## config.mk

```make
export PLATFORM = sky130hd
export DESIGN_NAME = pipe_hazard_ctrl
export DESIGN_NICKNAME = d
export VERILOG_FILES = /design/src/rtl/pipe_ctrl_pkg.sv /design/src/rtl/pipe_hazard_ctrl_hazard_detect.sv /design/src/rtl/pipe_hazard_ctrl.sv
export SDC_FILE = /design/constraint.sdc
export NUM_CORES = 1
export LEC_CHECK = 0
export CAP_MARGIN = 20
export CORE_UTILIZATION = 40
export DETAILED_ROUTE_END_ITERATION = 8
export GPL_ROUTABILITY_DRIVEN = 0
export GPL_TIMING_DRIVEN = 0
export HOLD_SLACK_MARGIN = 0.05
export PLACE_DENSITY = 0.71
export SLEW_MARGIN = 20
export SYNTH_ARGS = -nofsm -noshare
export SYNTH_HDL_FRONTEND = slang
export SYNTH_SLANG_ARGS = --single-unit
```

## constraint.sdc

```tcl
create_clock -name clk -period 3.8 [get_ports clk]
set_input_delay 0.76 -clock clk [delete_from_list [all_inputs] [get_ports clk]]
set_output_delay 0.76 -clock clk [all_outputs]
set_load 0.01 [all_outputs]
```

## src/rtl/pipe_ctrl_pkg.sv

```systemverilog
// Shared types and constants for the 5-stage pipeline controller.
package pipe_ctrl_pkg;

    // Register index width of the ARM register file (r0..r15).
    localparam int REG_IDX_W = 4;

    // r15 is the PC; reads of it come from the fetch path, never from a
    // pipeline register, so they can never form a RAW hazard.
    localparam logic [REG_IDX_W-1:0] PC_REG = 4'd15;

    // Memory-wait FSM states.
    typedef enum logic [0:0] {
        RUN      = 1'b0,
        MEM_WAIT = 1'b1
    } mem_state_e;

    // Pipeline control bundle driven by the priority mux.
    typedef struct packed {
        logic freeze_if;
        logic flush_ifid;
        logic flush_idex;
        logic freeze_all;
    } pipe_ctrl_t;

    // True when a writing instruction targets a register that the ID stage
    // reads. Sources naming the PC are excluded.
    function automatic logic src_match(
        input logic                 wb_en,
        input logic [REG_IDX_W-1:0] dest,
        input logic [REG_IDX_W-1:0] src
    );
        return wb_en && (dest == src) && (src != PC_REG);
    endfunction

endpackage

```

## src/rtl/pipe_hazard_ctrl_hazard_detect.sv

```systemverilog
// Combinational RAW-hazard detector between the ID stage and the EX/MEM stages.
// With forwarding present only a load in EX can force a stall (load-use);
// without forwarding any pending write in EX or MEM stalls the consumer.
module hazard_detect
    import pipe_ctrl_pkg::*;
#(
    parameter int FWD_EN = 1
) (
    input  logic                 id_valid,
    input  logic [REG_IDX_W-1:0] id_src1,
    input  logic [REG_IDX_W-1:0] id_src2,
    input  logic                 id_two_src,
    input  logic [REG_IDX_W-1:0] ex_dest,
    input  logic                 ex_wb_en,
    input  logic                 ex_mem_read,
    input  logic [REG_IDX_W-1:0] mem_dest,
    input  logic                 mem_wb_en,
    output logic                 hazard
);

    logic m1;
    logic m2;

    // Match ID sources against EX (m1) and MEM (m2) destinations, then apply
    // the stall policy selected by the forwarding option.
    always_comb begin
        m1     = 1'b0;
        m2     = 1'b0;
        hazard = 1'b0;
        if (id_valid) begin
            m1 = src_match(ex_wb_en, ex_dest, id_src1)
                 || (id_two_src && src_match(ex_wb_en, ex_dest, id_src2));
            m2 = src_match(mem_wb_en, mem_dest, id_src1)
                 || (id_two_src && src_match(mem_wb_en, mem_dest, id_src2));
        end
        if (FWD_EN != 0) begin
            hazard = m1 && ex_mem_read;
        end else begin
            hazard = m1 || m2;
        end
    end

endmodule

```

## src/rtl/pipe_hazard_ctrl.sv

```systemverilog
// Central pipeline controller: hazard/branch hold-and-flush generation, a
// memory-wait FSM that freezes the whole pipeline while data memory is busy,
// a sticky timeout error flag and a saturating stall-cycle counter.
module pipe_hazard_ctrl
    import pipe_ctrl_pkg::*;
#(
    parameter int FWD_EN      = 1,
    parameter int MEM_TIMEOUT = 64,
    parameter int CNT_W       = 16
) (
    input  logic                 clk,
    input  logic                 rst,
    input  logic                 id_valid,
    input  logic [REG_IDX_W-1:0] id_src1,
    input  logic [REG_IDX_W-1:0] id_src2,
    input  logic                 id_two_src,
    input  logic [REG_IDX_W-1:0] ex_dest,
    input  logic                 ex_wb_en,
    input  logic                 ex_mem_read,
    input  logic [REG_IDX_W-1:0] mem_dest,
    input  logic                 mem_wb_en,
    input  logic                 branch_taken,
    input  logic                 mem_req,
    input  logic                 mem_ready,
    output logic                 freeze_if,
    output logic                 flush_ifid,
    output logic                 flush_idex,
    output logic                 freeze_all,
    output logic                 mem_err,
    output logic [CNT_W-1:0]     stall_cycles
);

    // Timer counts 1..MEM_TIMEOUT-1 while waiting; one spare bit of headroom.
    localparam int TMR_W = $clog2(MEM_TIMEOUT + 1);
    localparam logic [TMR_W-1:0] TMR_LAST = TMR_W'(MEM_TIMEOUT - 1);
    localparam logic [CNT_W-1:0] CNT_MAX  = '1;

    mem_state_e       state_q, state_d;
    logic [TMR_W-1:0] timer_q, timer_d;
    logic             mem_err_q, mem_err_d;
    logic [CNT_W-1:0] stall_cnt_q, stall_cnt_d;

    logic             hazard;
    logic             mem_stall;
    pipe_ctrl_t       ctrl;

    hazard_detect #(
        .FWD_EN (FWD_EN)
    ) u_hazard_detect (
        .id_valid    (id_valid),
        .id_src1     (id_src1),
        .id_src2     (id_src2),
        .id_two_src  (id_two_src),
        .ex_dest     (ex_dest),
        .ex_wb_en    (ex_wb_en),
        .ex_mem_read (ex_mem_read),
        .mem_dest    (mem_dest),
        .mem_wb_en   (mem_wb_en),
        .hazard      (hazard)
    );

    // State register: FSM state, wait timer, sticky error and stall counter.
    always_ff @(posedge clk or negedge rst) begin
        if (!rst) begin
            state_q     <= RUN;
            timer_q     <= '0;
            mem_err_q   <= 1'b0;
            stall_cnt_q <= '0;
        end else begin
            state_q     <= state_d;
            timer_q     <= timer_d;
            mem_err_q   <= mem_err_d;
            stall_cnt_q <= stall_cnt_d;
        end
    end

    // Next-state logic of the memory-wait FSM. The timer is preloaded with 1
    // on entry so the RUN cycle that starts the wait counts toward the
    // timeout; the abort cycle itself is still a frozen cycle.
    always_comb begin
        state_d   = state_q;
        timer_d   = timer_q;
        mem_err_d = mem_err_q;
        case (state_q)
            RUN: begin
                if (mem_req && !mem_ready) begin
                    state_d = MEM_WAIT;
                    timer_d = TMR_W'(1);
                end
            end
            MEM_WAIT: begin
                if (mem_ready) begin
                    state_d = RUN;
                    timer_d = '0;
                end else if (timer_q == TMR_LAST) begin
                    state_d   = RUN;
                    timer_d   = '0;
                    mem_err_d = 1'b1;
                end else begin
                    timer_d = timer_q + 1'b1;
                end
            end
            default: begin
                state_d = RUN;
                timer_d = '0;
            end
        endcase
    end

    // Output logic: memory stall outranks a taken branch, which outranks a
    // RAW hazard. A frozen pipeline must not flush, or the branch target and
    // the held instructions would be lost while memory is busy.
    always_comb begin
        mem_stall = ((state_q == RUN) && mem_req && !mem_ready)
                    || ((state_q == MEM_WAIT) && !mem_ready);
        ctrl = '0;
        if (mem_stall) begin
            ctrl.freeze_all = 1'b1;
            ctrl.freeze_if  = 1'b1;
        end else if (branch_taken) begin
            ctrl.flush_ifid = 1'b1;
            ctrl.flush_idex = 1'b1;
        end else if (hazard) begin
            ctrl.freeze_if  = 1'b1;
            ctrl.flush_idex = 1'b1;
        end
    end

    // Stall counter: count every cycle in which anything is held, saturating.
    always_comb begin
        stall_cnt_d = stall_cnt_q;
        if ((ctrl.freeze_if || ctrl.freeze_all) && (stall_cnt_q != CNT_MAX)) begin
            stall_cnt_d = stall_cnt_q + 1'b1;
        end
    end

    assign freeze_if    = ctrl.freeze_if;
    assign flush_ifid   = ctrl.flush_ifid;
    assign flush_idex   = ctrl.flush_idex;
    assign freeze_all   = ctrl.freeze_all;
    assign mem_err      = mem_err_q;
    assign stall_cycles = stall_cnt_q;

endmodule

```

==> impl_metrics.ini <==
[outcome]
status = finished clean

[floorplan]
coreArea_um2 = 3420
die_w_um = 62.2
fp.dieH_um = 62.2
dieArea_um2 = 3870
ios = 47
start_util_pct = 42.5
std_cell_rows = 21

[synthesis]
synth.distinct_cells = 36
syn_inst = 141
synth_area_leaders = dfrtp_1, xnor2_1, and3_1
postSynthAreaPerCell_um2 = 10.3
synth_edf_count = 0
syn_nets = 169
synth_top_area_share_pct = 43.1
yosys.area.top_type = dfrtp_1
ys_seq_area_share_pct = 43.1
netlist_top_cells_count = dfrtp_1, and3_1, xnor2_1
synth_seq_cells = 25
yosysMostFrequentCell = dfrtp_1
synth_area_um2 = 1450
synth_warnings = 0
async_reset_ff_share_pct = 100
ys.flop_type = dfrtp_1

[clock_tree]
numCtsBuffers = 3
cts_root_buf = clkbuf_4
clock_path_buffers = 2
clock_latency_ps = 310
cts_sinks = 25
h-tree-depth = 1
cts_tree = built
clk_pin_slew_ps = 140

[setup_path]
path_buf_inv = 3
start_kind = primary input
ff2ff_setup_slack_ps = 1690
cp.arrival_ps = 2850
r2r-start = stall_cycles[1]
crit_type = primary input to output port
crit_chain = clkdlybuf4s50_1, nor2b_1, or4_1, or4_4, nand3_4, buf_8, clkbuf_2
cp.required_ps = 3040
cp-end-kind = output port
reg2reg_depth = 8
critPathSlowestCell = or4_4
crit_family = simple AND/OR/NAND/NOR gates
r2r-end = stall_cycles[13]
path_max_fanout = 10
max_stage_delay_ps = 570

[global_routing]
grt_overflow_total = 0
grt_pass1_wl_um = 5570
antenna_found_initial = 0
grt_pass1_vias = 1261
grt.total_usage_pct = 17.7
grt_max_degree = 26

[sta]
relSlewSlack_pct = 56.2
fin_skew_ps = 13.4
setup_viol = 0
slew_violations = 0
whs_ps = 419
max_freq_mhz = 277
hold_violations = 0
min_period_ps = 3610
setup_ws_ps = 191
grt_setup_unrepaired = no
worst_pin_slew_ps = 650
period_share_pct = 95.0
tns_ps = 0

[route]
drtAntennaViolNets = 0
dr.max_layer_used = met3
routed-wl-met3_um = 127
drc = 0
vias_per_cell = 5.30
wl_um = 3140
met2_length_um = 1670
met1_length_um = 1350
wl_per_cell_um = 13.5
drt_iter0_drc = 47
num_vias = 1235
first_pass_iters = 4

[flow_run]
max_cap_violations = 0

[cells_and_area]
num_antenna_cells = 0
drive_above_1_share_pct = 10.7
nets = 216
area_growth_pct = 34.1
nFillCells = 314
final_util_pct = 56.9

[hold_path]
hold_class = primary input to asynchronous set/reset pin

[placement]
port-buffer-count = 41
dpl_worst_slack_ps = -255
dp_hpwl_um = 2470

[power_and_ir_drop]
p_leak_nw = 0.906
power.total_mw = 0.662
p_per_area_nw_per_um2 = 340
ir_drop_mv = 0.119
==> per-stage QoR <==
stage          area [um^2]  instances
2_1_floorplan         1450        141
3_3_place_gp          1920        228
3_5_place_dp          1910        228
4_1_cts               1940        232
5_1_grt               1940        233
6_report              1940        233
==> logic make-up after synthesis <==
| kind of cell | share of synthesized area, % |
|---|---|
| AOI/OAI and AO/OA | 8.72 |
| xor gates and xnor gates | 11.5 |
| adders and majority gates | 1.73 |
| buffers and inverters | 2.41 |
| DFF | 43.1 |
| muxes | 4.66 |
| and+or+nand+nor | 27.9 |
==> worst reg2reg max path, delay by kind of cell, from the launching register on <==
| kind | cells | cell delay [ps] |
|---|---|---|
| xor gates and xnor gates | 1 | 140 |
| adders and majority gates | 1 | 190 |
| buffers and inverters | 2 | 480 |
| DFF | 1 | 410 |
| and+or+nand+nor | 4 | 790 |
==> registers in the layout, summed over array words and instances, names as in the netlist <==
name / count
stall_cycles: 16
state_q: 1
timer_q: 7
mem_err: 1
==> per-layer routing <==
metal,vias to the layer above,GRT usage (%)
li1,597,-
met1,601,21.0
met2,37,33.1
met3,0,2.76
met4,0,4.36
met5,-,0
==> where the power goes <==
group          total [mW]  internal, mW  switching (mW)
registers           0.341         0.301          0.0395
clock network       0.115        0.0409          0.0738
logic               0.207         0.123          0.0836
total               0.662         0.465           0.197
==> placed cells by master, fill, tap and decap left out, drive strengths merged, types with 5 or more instances in the layout <==
cell type | Yosys | final
nand3 | 12 | 12
nand4 | 5 | 5
dfrtp | 25 | 25
xnor2 | 14 | 14
xor2 | 5 | 5
o21ai | 6 | 6
nor2b | 5 | 5
and3 | 16 | 16
nand2 | 8 | 8
clkdlybuf4s50 | 0 | 38
clkbuf | 1 | 6
a21oi | 6 | 6
==> worst max-delay path by stage <==
| stage | to | depth (start not counted) | startpoint |
|---|---|---|---|
| 2_1_floorplan | freeze_if | 5 | ex_dest[0] |
| 3_3_place_gp | freeze_if | 7 | ex_dest[0] |
| 3_5_place_dp | freeze_if | 7 | ex_dest[0] |
| 4_1_cts | freeze_if | 7 | ex_dest[0] |
| 5_1_grt | flush_idex | 8 | ex_dest[0] |
| 6_report | freeze_if | 7 | ex_dest[0] |
==> final cells by class <==
| class | count | area (um^2) | share of cell area, % |
|---|---|---|---|
| multi-input cells | 109 | 790 | 40.6 |
| flip-flops and latches | 25 | 626 | 32.2 |
| repair buffers | 42 | 407 | 20.9 |
| well taps | 46 | 57.6 | 2.96 |
| clock buffers | 4 | 26.3 | 1.35 |
| plain buffers | 3 | 23.8 | 1.22 |
| inverters | 4 | 15.0 | 0.772 |
==> repair_timing <==
item | in CTS | in global routing
hold buffers | 0 | 0
resized for setup | 3 | 2
setup endpoints to repair | 2 | 1
pin swaps | 0 | 1
buffers inserted | 0 | 1
(Power assumes the default switching activity.)
